### config.mk
export PLATFORM = sky130hd
export DESIGN_NAME = ins_queue_flat
export DESIGN_NICKNAME = d
export VERILOG_FILES = /design/src/rtl/ins_queue_if.sv /design/src/rtl/ins_queue.sv /design/src/flat_wrapper.sv
export SDC_FILE = /design/constraint.sdc
export NUM_CORES = 1
export LEC_CHECK = 0
export CORE_MARGIN = 4
export CORE_UTILIZATION = 40
export CTS_CLUSTER_SIZE = 20
export DETAILED_ROUTE_END_ITERATION = 6
export GPL_TIMING_DRIVEN = 0
export PLACE_DENSITY = 0.67
export SLEW_MARGIN = 25
export SYNTH_ARGS = -nofsm -noshare
export SYNTH_HDL_FRONTEND = slang
export SYNTH_SLANG_ARGS = --single-unit
### constraint.sdc
create_clock -name clk -period 2.45 [get_ports clk]
set_input_delay 0.245 -clock clk [delete_from_list [all_inputs] [get_ports clk]]
set_output_delay 0.245 -clock clk [all_outputs]
set_load 0.01 [all_outputs]
### src/rtl/ins_queue_if.sv
// ins_queue_if: the fetch->queue->decode signals of the instruction queue.
//   in/in_valid/in_ready : producer side (fetch offers a word, queue accepts)
//   load/flush           : consumer controls (advance the head, discard all)
//   out/out_valid/count  : registered head word, its valid flag, occupancy
// The slave modport is the queue. The master modport is whoever drives
// fetch and decode.
interface ins_queue_if #(
  parameter int n     = 16,
  parameter int DEPTH = 4
);
  localparam int CW = $clog2(DEPTH + 1);

  logic [n-1:0]  in;
  logic          in_valid;
  logic          in_ready;
  logic          load;
  logic          flush;
  logic [n-1:0]  out;
  logic          out_valid;
  logic [CW-1:0] count;

  modport slave (
    input  in, in_valid, load, flush,
    output in_ready, out, out_valid, count
  );

  modport master (
    output in, in_valid, load, flush,
    input  in_ready, out, out_valid, count
  );
endinterface

### src/rtl/ins_queue.sv
// ins_queue: a DEPTH-entry instruction FIFO between fetch and decode.
// It replaces the single-entry, load-enabled instruction register.
//   clk   : rising-edge clock
//   rst_n : asynchronous active-low reset. Clears out, count and pointers.
//   q     : ins_queue_if.slave. Carries the fetch handshake, load (advance),
//           flush, the registered head word out/out_valid, and count.
// Every held word, the head included, sits in mem. The out register is a
// registered copy of the current head, so it holds steady while no pop occurs.
// It also keeps its last value after the queue drains or is flushed.
module ins_queue #(
  parameter int n     = 16,
  parameter int DEPTH = 4
) (
  input  logic        clk,
  input  logic        rst_n,
  ins_queue_if.slave  q
);
  localparam int CW = $clog2(DEPTH + 1);
  localparam int PW = $clog2(DEPTH);

  logic [n-1:0]  mem [DEPTH];
  logic [PW-1:0] rd_ptr, wr_ptr, rd_ptr_inc;
  logic [CW-1:0] count_r, count_next;
  logic [n-1:0]  out_r, out_next;
  logic          in_ready, push, pop;

  // in_ready looks only at the registered count and at flush. There is no
  // path from load, so a full queue refuses a word even in a cycle that pops.
  assign in_ready   = (count_r != CW'(DEPTH)) & ~q.flush;
  assign push       = q.in_valid & in_ready;
  assign pop        = q.load & (count_r != '0) & ~q.flush;
  assign rd_ptr_inc = rd_ptr + PW'(1);

  always_comb begin
    out_next = out_r;
    if (!q.flush) begin
      if (pop && (count_r > CW'(1)))
        out_next = mem[rd_ptr_inc];
      // An empty queue, or one whose single word is being popped, shows the
      // incoming word directly. This gives 1-cycle latency with no bubble.
      else if (push && ((count_r == '0) || pop))
        out_next = q.in;
    end
  end

  always_comb begin
    count_next = count_r;
    if (q.flush)
      count_next = '0;
    else if (push && !pop)
      count_next = count_r + CW'(1);
    else if (pop && !push)
      count_next = count_r - CW'(1);
  end

  always_ff @(posedge clk or negedge rst_n) begin
    if (!rst_n) begin
      rd_ptr  <= '0;
      wr_ptr  <= '0;
      count_r <= '0;
      out_r   <= '0;
    end else begin
      count_r <= count_next;
      out_r   <= out_next;
      if (q.flush) begin
        rd_ptr <= '0;
        wr_ptr <= '0;
      end else begin
        if (push) wr_ptr <= wr_ptr + PW'(1);
        if (pop)  rd_ptr <= rd_ptr_inc;
      end
    end
  end

  always_ff @(posedge clk) begin
    if (push) mem[wr_ptr] <= q.in;
  end

  assign q.in_ready  = in_ready;
  assign q.out       = out_r;
  assign q.out_valid = (count_r != '0);
  assign q.count     = count_r;
endmodule

### src/flat_wrapper.sv
// flat-port wrapper written by rule: the top's interface ports become plain ports
module ins_queue_flat 
#(
  parameter int n     = 16,
  parameter int DEPTH = 4
)
  (clk, rst_n, q_in, q_in_valid, q_load, q_flush, q_in_ready, q_out, q_out_valid, q_count);
  ins_queue_if #(.n(n), .DEPTH(DEPTH)) q_i ();
  input  logic clk;
  input  logic rst_n;
  input wire logic [$bits(q_i.in)-1:0] q_in;
  input wire logic [$bits(q_i.in_valid)-1:0] q_in_valid;
  input wire logic [$bits(q_i.load)-1:0] q_load;
  input wire logic [$bits(q_i.flush)-1:0] q_flush;
  output wire logic [$bits(q_i.in_ready)-1:0] q_in_ready;
  output wire logic [$bits(q_i.out)-1:0] q_out;
  output wire logic [$bits(q_i.out_valid)-1:0] q_out_valid;
  output wire logic [$bits(q_i.count)-1:0] q_count;
  assign q_i.in = q_in;
  assign q_i.in_valid = q_in_valid;
  assign q_i.load = q_load;
  assign q_i.flush = q_flush;
  assign q_in_ready = q_i.in_ready;
  assign q_out = q_i.out;
  assign q_out_valid = q_i.out_valid;
  assign q_count = q_i.count;
  ins_queue #(.n(n), .DEPTH(DEPTH)) u_core (.clk(clk), .rst_n(rst_n), .q(q_i));
endmodule
==> PnR_summary.wiki, run 1 <==
{| class="wikitable"
! Metric !! Value
|-
| IO buf count || 40
|-
| Unrepaired setup endpoints after global routing || yes
|-
| TritonCTS clock tree || built
|-
| Share of the synthesized area in the top cell type || 52.39%
|-
| Endpoint type of the worst setup path || register
|-
| Number of H-tree levels || 3
|-
| Average routed wire per standard cell || 18.79 um
|-
| Die Width || between 100 and 150 um
|-
| Max clock buf depth || 2
|-
| Antenna violations before repair || 0
|-
| Synthesized-area fraction occupied by ao, oa, aoi and oai cells || 7.162%
|-
| Nets || ~280
|-
| Top cells by area in the synthesized netlist || edfxtp_1 (52%), dfrtp_1 (16%), mux4_2 (5.5%)
|-
| Total global-route track usage || a little over an eighth
|-
| Number of warnings reported in the yosys synthesis log || 0
|-
| Arrival time of the worst setup path || between 2 and 2.5 ns
|-
| Synthesized-area fraction occupied by xor and xnor cells || 0.9550%
|-
| Register area share after synthesis || between 60 and 70%
|-
| Wire length of the first global-routing pass || around 11000 um
|-
| Final setup slack of the worst path || approximately 0.053 ns
|-
| Post-detailed-route via-to-cell ratio || around 5.3
|-
| Pin count of the biggest net entering global routing || 24
|-
| Initial Util || between 40% and 50%
|-
| Max-cap violation count || 0
|-
| DRT antenna net count || 0
|-
| Largest vdd supply drop || roughly 0.36 mV
|-
| Capturing instance or port of the critical path || u_core.mem[1][12]
|-
| Dpl cell area || roughly 4200 um2
|-
| Internal || between 0.003 and 0.004 W
|-
| Post-place setup slack || -0.2928 ns
|-
| Timing startpoint of the critical path || u_core.q.count[1]
|-
| Worst hold-check path type || in -> reg
|-
| GPL Wtd Cong || about 0.74
|-
| Switching Power || 0.001247 W
|-
| Share of power burned in the clock network || a little over a quarter
|-
| Diodes inserted || 0
|-
| CTS buffer count || 9
|-
| Total via count after detailed routing || a little under 2k
|-
| Detailed placer's ending HPWL || between 4000 and 5000 um
|-
| Power Total || ~0.0045 W
|-
| Max Slew Vio Count || 0
|-
| Worst Path Class, Setup || reg -> reg
|-
| I/O pin cnt || between 40 and 50
|-
| Highest clock rate || 417.2 MHz
|-
| Area of the multi-input gates || ~1100 um2
|-
| Cell count after synthesis || approximately 200
|-
| Dominant combinational cell family by area after synthesis || multiplexers
|-
| Critical path data required time || approximately 2.4 ns
|-
| Skew-Pair Late Insertion Delay || between 0.3 and 0.4 ns
|-
| Portion of total power attributed to sequential cells || between 40% and 50%
|-
| Final period util || a little over nine tenths
|-
| #FFs+latches synth || a little under 90
|-
| Static Leakage || about 1.6 nW
|-
| Synth Area in Adders || roughly 2.4%
|-
| Delay contributed by the slowest stage of the critical path || roughly 0.57 ns
|-
| Leftover overflow at the end of global routing || 0
|-
| Pwr per Cell Area || roughly 1000 nW/um2
|-
| Maximum clock skew at final layout || between 0.01 and 0.015 ns
|-
| Total wire length || approximately 6900 um
|-
| Master of the slowest instance on the critical path || and2_2
|-
| Actual slew at the worst max-slew pin || 0.6120 ns
|-
| Number of global-route vias before repair || just over 2k
|-
| Final setup violation count || 0
|-
| Final worst path period need || between 2 and 2.5 ns
|-
| Die area || 10770 um2
|-
| Core Rows || 34
|-
| Residual DRC count || 0
|-
| TritonCTS Sinks || 87
|-
| Filler Cells Inserted || 710
|-
| Syn nets || 230
|-
| FF-to-FF End || u_core.mem[1][12]
|-
| Simple-gate area share of the yosys netlist || ~7.2%
|-
| Share of total power in combinational logic || about 30%
|-
| Root cell of the clock tree || clkbuf_8
|-
| Worst reg2reg path startpoint || u_core.q.count[1]
|-
| Setup crit start kind || register
|-
| Clock-pin slew on the worst setup and hold paths || around 0.090 ns
|-
| Switching share of power || 27.65%
|-
| Total negative slack for setup checks || 0 ns
|-
| R2R setup slack || between 0.05 and 0.06 ns
|-
| Yosys cell types || 35
|-
| Number of buffers inserted to repair setup after CTS || 0
|-
| Mean Syn Cell Area || between 15 and 20 um2
|-
| Total standard cell area after synthesis || about 3700 um2
|-
| DR iter-0 viols || approximately 120
|-
| Library cell with the largest summed area after synthesis || edfxtp_1
|-
| Chip Height || around 100 um
|-
| Core area || between 8000 and 9000 um2
|-
| Area taken by flip-flops and latches || 2497 um2
|-
| Critical Path, Cell by Cell || inv_1, ha_1, buf_2, a21oi_1, and2_2
|-
| Worst Reg2Reg Path Length in Cells || 5
|-
| Portion of netlist area occupied by mux cells || a little over a tenth
|-
| Rel. slew slack || 58.98%
|-
| Layout overhead on the synthesized area || 21.49%
|-
| Final hold vios || 0
|-
| CP max FO || 16
|-
| Run status || completed
|-
| First-pass DRT Iterations || 4
|-
| Fin area || about 4500 um2
|-
| Share of final-layout standard cells stronger than drive strength 1 || 16.99%
|}
## through the flow
stage	cells	util (%)	hold WS (ns)
finish	367	50.61	0.1868
CTS	367	50.61	0.1734
global placement	350	47.74	0.4939
floorplan	202	-	-0.05059
detailed placement	350	47.68	0.2837
global route	367	50.61	0.1857
## worst min-delay path by stage
stage	start	endpoint	depth (start not counted)
5_1_grt	q_flush	u_core.wr_ptr[0]	2
3_3_place_gp	u_core.q.out[4]	u_core.q.out[4]	1
6_report	q_flush	u_core.wr_ptr[0]	2
3_5_place_dp	rst_n	u_core.q.count[0]	1
2_1_floorplan	rst_n	u_core.q.count[0]	0
4_1_cts	q_flush	u_core.wr_ptr[0]	2
## state kept, by name, indices dropped and copies added (netlist names)
signal          cells
u_core.mem         64
u_core.q.count      3
u_core.q.out       16
u_core.rd_ptr       2
u_core.wr_ptr       2
## Yosys cell counts
cell        n
edfxtp_1   64
dfrtp_1    23
nor2b_1    19
a221o_1    16
mux4_2      9
ha_1        7
mux4_1      7
inv_1       5
nand2_1     5
nor2_1      5
and2_1      4
buf_6       4
a21oi_1     3
buf_2       3
nand2b_1    3
nand3_1     2
nand4_1     2
o2111ai_1   2
xnor2_1     2
xor2_1      2
a2111o_1    1
a221oi_1    1
a31oi_1     1
and4_1      1
buf_12      1
buf_4       1
clkbuf_2    1
clkbuf_8    1
mux2i_1     1
nand2b_4    1
nand4b_1    1
nor3_2      1
o211ai_4    1
o21a_4      1
o31ai_1     1
## power groups by stage
stage / Clock [W] / Combinational, W / Sequential, W
2_1_floorplan: 0 / 0.000767 / 0.00202
3_3_place_gp: 0 / 0.00136 / 0.00197
3_5_place_dp: 0 / 0.00138 / 0.00197
4_1_cts: 0.00122 / 0.00138 / 0.00195
5_1_grt: 0.00130 / 0.00147 / 0.00197
6_report: 0.00121 / 0.00136 / 0.00194
## final cells by class
type / count / area share [%]
Buffer: 11 / 2.386
Clock buffer: 10 / 2.864
Clock inverter: 6 / 2.583
Inverter: 5 / 0.4211
Multi-Input combinational cell: 99 / 23.58
Sequential cell: 87 / 56.04
Tap cell: 108 / 3.032
Timing Repair Buffer: 41 / 9.096
## worst max-delay path: cells and delay by family, from the launching register on
family          cells  cell delay, ns
compound gates      1            0.49
fa+ha+maj           1            0.19
buf+inv             2            0.31
flops               1            0.46
simple gates        1            0.57
## layer usage
metal | track usage (%) | vias to the layer above | part of all wire [%]
li1 | - | 905 | -
met1 | 17.78 | 1000 | 46
met5 | 0 | - | 0
met2 | 21.17 | 42 | 48
met4 | 5.128 | 0 | 1.6
met3 | 3.483 | 9 | 3.9
## cell usage in the layout (no fill, tap or decap), drive strengths merged, types with 2 or more instances in the layout
| cell | instances |
|---|---|
| edfxtp | 64 |
| clkdlybuf4s50 | 39 |
| dfrtp | 23 |
| nor2b | 19 |
| a221o | 16 |
| mux4 | 16 |
| clkbuf | 12 |
| buf | 10 |
| ha | 7 |
| inv | 7 |
| nand2 | 5 |
| nor2 | 5 |
| and2 | 4 |
| nand2b | 4 |
| a21oi | 3 |
| bufinv | 3 |
| nand4 | 2 |
| o2111ai | 2 |
| nand3 | 2 |
| xnor2 | 2 |
| xor2 | 2 |
## cell families (layout without fill, tap and decap cells)
group           Yosys count  count (layout)
compound gates           27              27
flops                    87              87
xor+xnor                  4               4
simple gates             44              44
fa+ha+maj                 7               7
mux                      17              17
buf+inv                  16              73
## repair_timing
| action | CTS | global route |
|---|---|---|
| resized for setup | 4 | 0 |
| setup endpoints to repair | 64 | 32 |
| hold buffers | 1 | 0 |
| hold endpoints to repair | 23 | 0 |
No activity file was read; power rests on OpenSTA's default activity.
==> inputs of run 2 (changes only) <==
--- a/config.mk
+++ b/config.mk
@@ -10,7 +10,7 @@
 export CTS_CLUSTER_SIZE = 20
 export DETAILED_ROUTE_END_ITERATION = 6
 export GPL_TIMING_DRIVEN = 0
-export PLACE_DENSITY = 0.67
+export SKIP_LAST_GASP = 1
 export SLEW_MARGIN = 25
 export SYNTH_ARGS = -nofsm -noshare
 export SYNTH_HDL_FRONTEND = slang
==> PnR_summary.wiki, run 2 (same netlist as run 1, synthesis figures left out) <==
{| class="wikitable"
! Metric !! Value
|-
| Max-cap violation count || 0
|-
| Root cell of the clock tree || clkbuf_8
|-
| Wire length of the first global-routing pass || 11290 um
|-
| Chip Height || slightly above 100 um
|-
| Number of H-tree levels || 3
|-
| Switching Power || approximately 0.0013 W
|-
| Worst Path Class, Setup || reg -> out
|-
| Internal || ~0.0030 W
|-
| Commonest cells after routing, fill and taps aside || edfxtp_1 (64), clkdlybuf4s50_1 (39), dfrtp_1 (23)
|-
| TritonCTS Sinks || between 80 and 90
|-
| Layout overhead on the synthesized area || 20.29%
|-
| Diodes inserted || 0
|-
| TritonCTS clock tree || built
|-
| Maximum clock skew at final layout || between 0.009 and 0.01 ns
|-
| Final setup violation count || 0
|-
| Delay contributed by the slowest stage of the critical path || between 0.5 and 0.6 ns
|-
| Power Total || between 0.004 and 0.005 W
|-
| Number of global-route vias before repair || approximately 2k
|-
| IO buf count || 40
|-
| Critical path data required time || approximately 2.2 ns
|-
| Setup crit start kind || register
|-
| Launch instance of the worst min-delay path || q_flush
|-
| Detailed placer's ending HPWL || around 4300 um
|-
| Arrival time of the worst setup path || between 1.5 and 2 ns
|-
| Max Slew Vio Count || 0
|-
| Residual DRC count || 0
|-
| Timing startpoint of the critical path || u_core.q.count[1]
|-
| Switching share of power || between 20 and 30%
|-
| Number of flip-flops in the largest register || 64
|-
| Share of power burned in the clock network || a little under a quarter
|-
| Register with the most flip-flops || u_core.mem
|-
| Worst hold-check path type || in -> reg
|-
| Dpl cell area || around 4200 um2
|-
| Final period util || about nine tenths
|-
| Number of buffers inserted to repair setup after CTS || 0
|-
| Post-place setup slack || -0.3305 ns
|-
| CP max FO || 10
|-
| Clock-pin slew on the worst setup and hold paths || ~0.090 ns
|-
| Most common cell after layout, fill and taps aside || edfxtp_1
|-
| Non-filler cells, final || ~370
|-
| I/O pin cnt || 42
|-
| Actual slew at the worst max-slew pin || between 0.6 and 0.7 ns
|-
| Endpoint type of the worst setup path || output port
|-
| Initial Util || 41.66%
|-
| Unrepaired setup endpoints after global routing || no
|-
| Final worst path period need || approximately 2.2 ns
|-
| Master of the slowest instance on the critical path || clkdlybuf4s50_1
|-
| GPL Wtd Cong || approximately 0.73
|-
| DRT antenna net count || 0
|-
| Post-detailed-route via-to-cell ratio || between 5 and 6
|-
| Pin count of the biggest net entering global routing || 24
|-
| Core area || a little under 9000 um2
|-
| Final core utilization || 50.11%
|-
| CTS buffer count || 9
|-
| DR iter-0 viols || ~180
|-
| Share of total power in combinational logic || 31.8%
|-
| Final setup slack of the worst path || 0.2218 ns
|-
| Total global-route track usage || roughly 14%
|-
| Skew-Pair Late Insertion Delay || approximately 0.35 ns
|-
| Leftover overflow at the end of global routing || 0
|-
| Max clock buf depth || 2
|-
| Highest clock rate || ~450 MHz
|-
| Share of final-layout standard cells stronger than drive strength 1 || approximately 17%
|-
| Placed Instances || 350
|-
| Rel. slew slack || a little under 60%
|-
| Final hold vios || 0
|-
| Core Rows || 34
|-
| Critical Path, Cell by Cell || inv_1, ha_1, buf_2, a21oi_1, clkdlybuf4s50_1
|-
| Total wire length || between 6000 and 7000 um
|-
| Pwr per Cell Area || 974.9 nW/um2
|-
| Die Width || slightly above 100 um
|-
| Worst reg2reg path startpoint || u_core.q.count[1]
|-
| Fin area || 4413 um2
|-
| Portion of total power attributed to sequential cells || between 40% and 50%
|-
| Nets || 282
|-
| First-pass DRT Iterations || 4
|-
| Static Leakage || approximately 1.5 nW
|-
| Total via count after detailed routing || between 1.5k and 2k
|-
| Antenna violations before repair || 0
|-
| Average routed wire per standard cell || between 15 and 20 um
|-
| Die area || roughly 11000 um2
|-
| Run status || completed
|-
| Largest vdd supply drop || approximately 0.36 mV
|}
## run 2: cell types whose count changed in the layout (fill, tap and decap cells not counted), sizes merged
cell | before | now
bufinv | 3 | 1
clkinvlp | 0 | 2
clkinv | 1 | 2
clkbuf | 12 | 11
## run 2: metrics by stage
| stage | hold slack [ns] | TNS (ns) |
|---|---|---|
| after detailed placement | 0.2933 | -18.62 |
| final | 0.1904 | 0 |
| after global routing | 0.2123 | 0 |
| after global placement | 0.4945 | -16.40 |
| after floorplan | -0.05059 | 0 |
| after CTS | 0.1773 | 0 |
## run 2: worst max-delay path, delay by kind of cell (launching register included)
kind | cells | cell delay (ns)
compound gates | 1 | 0.14
flops | 1 | 0.46
buf+inv | 3 | 0.85
fa+ha+maj | 1 | 0.19
## run 2: final cells by class
class,count,area [um2]
Fill cell,745,4393
Sequential cell,87,2497
Multi-Input combinational cell,99,1055
Timing Repair Buffer,41,405.4
Tap cell,108,135.1
Clock buffer,9,123.9
Buffer,11,106.4
Clock inverter,7,71.32
Inverter,5,18.77
## run 2: path summary, 6_finish.rpt
kind / to / slack (ns) / cells past startpoint
min: u_core.wr_ptr[0] / 0.19 / 2
max reg2reg: u_core.q.out[3] / 0.28 / 8
max in group asynchronous: u_core.q.out[14] / 1.61 / 2
max: q_in_ready / 0.22 / 5
min reg2reg: u_core.q.out[4] / 0.52 / 1
min in group asynchronous: u_core.q.out[15] / 0.43 / 2
## run 2: power groups by stage
stage	Clock (W)	Combinational, W	Sequential, W
3_5_place_dp	0	0.00138	0.00197
5_1_grt	0.00108	0.00149	0.00197
3_3_place_gp	0	0.00137	0.00197
6_report	0.000996	0.00137	0.00194
4_1_cts	0.00102	0.00139	0.00194
2_1_floorplan	0	0.000767	0.00202
## run 2: timing repair
item                                    4_1_cts  5_1_grt
gates resized for setup                       4        1
hold endpoints to repair                     23        0
hold buffers                                  1        0
endpoints found under the setup margin       64       64
## run 2: layer usage
layer	vias up	global-route usage, %	wire (um)
li1	910	-	-
met1	980	17.51	3097
met2	37	22.94	3532
met3	8	3.607	235
met4	0	5.033	86
met5	-	0	0
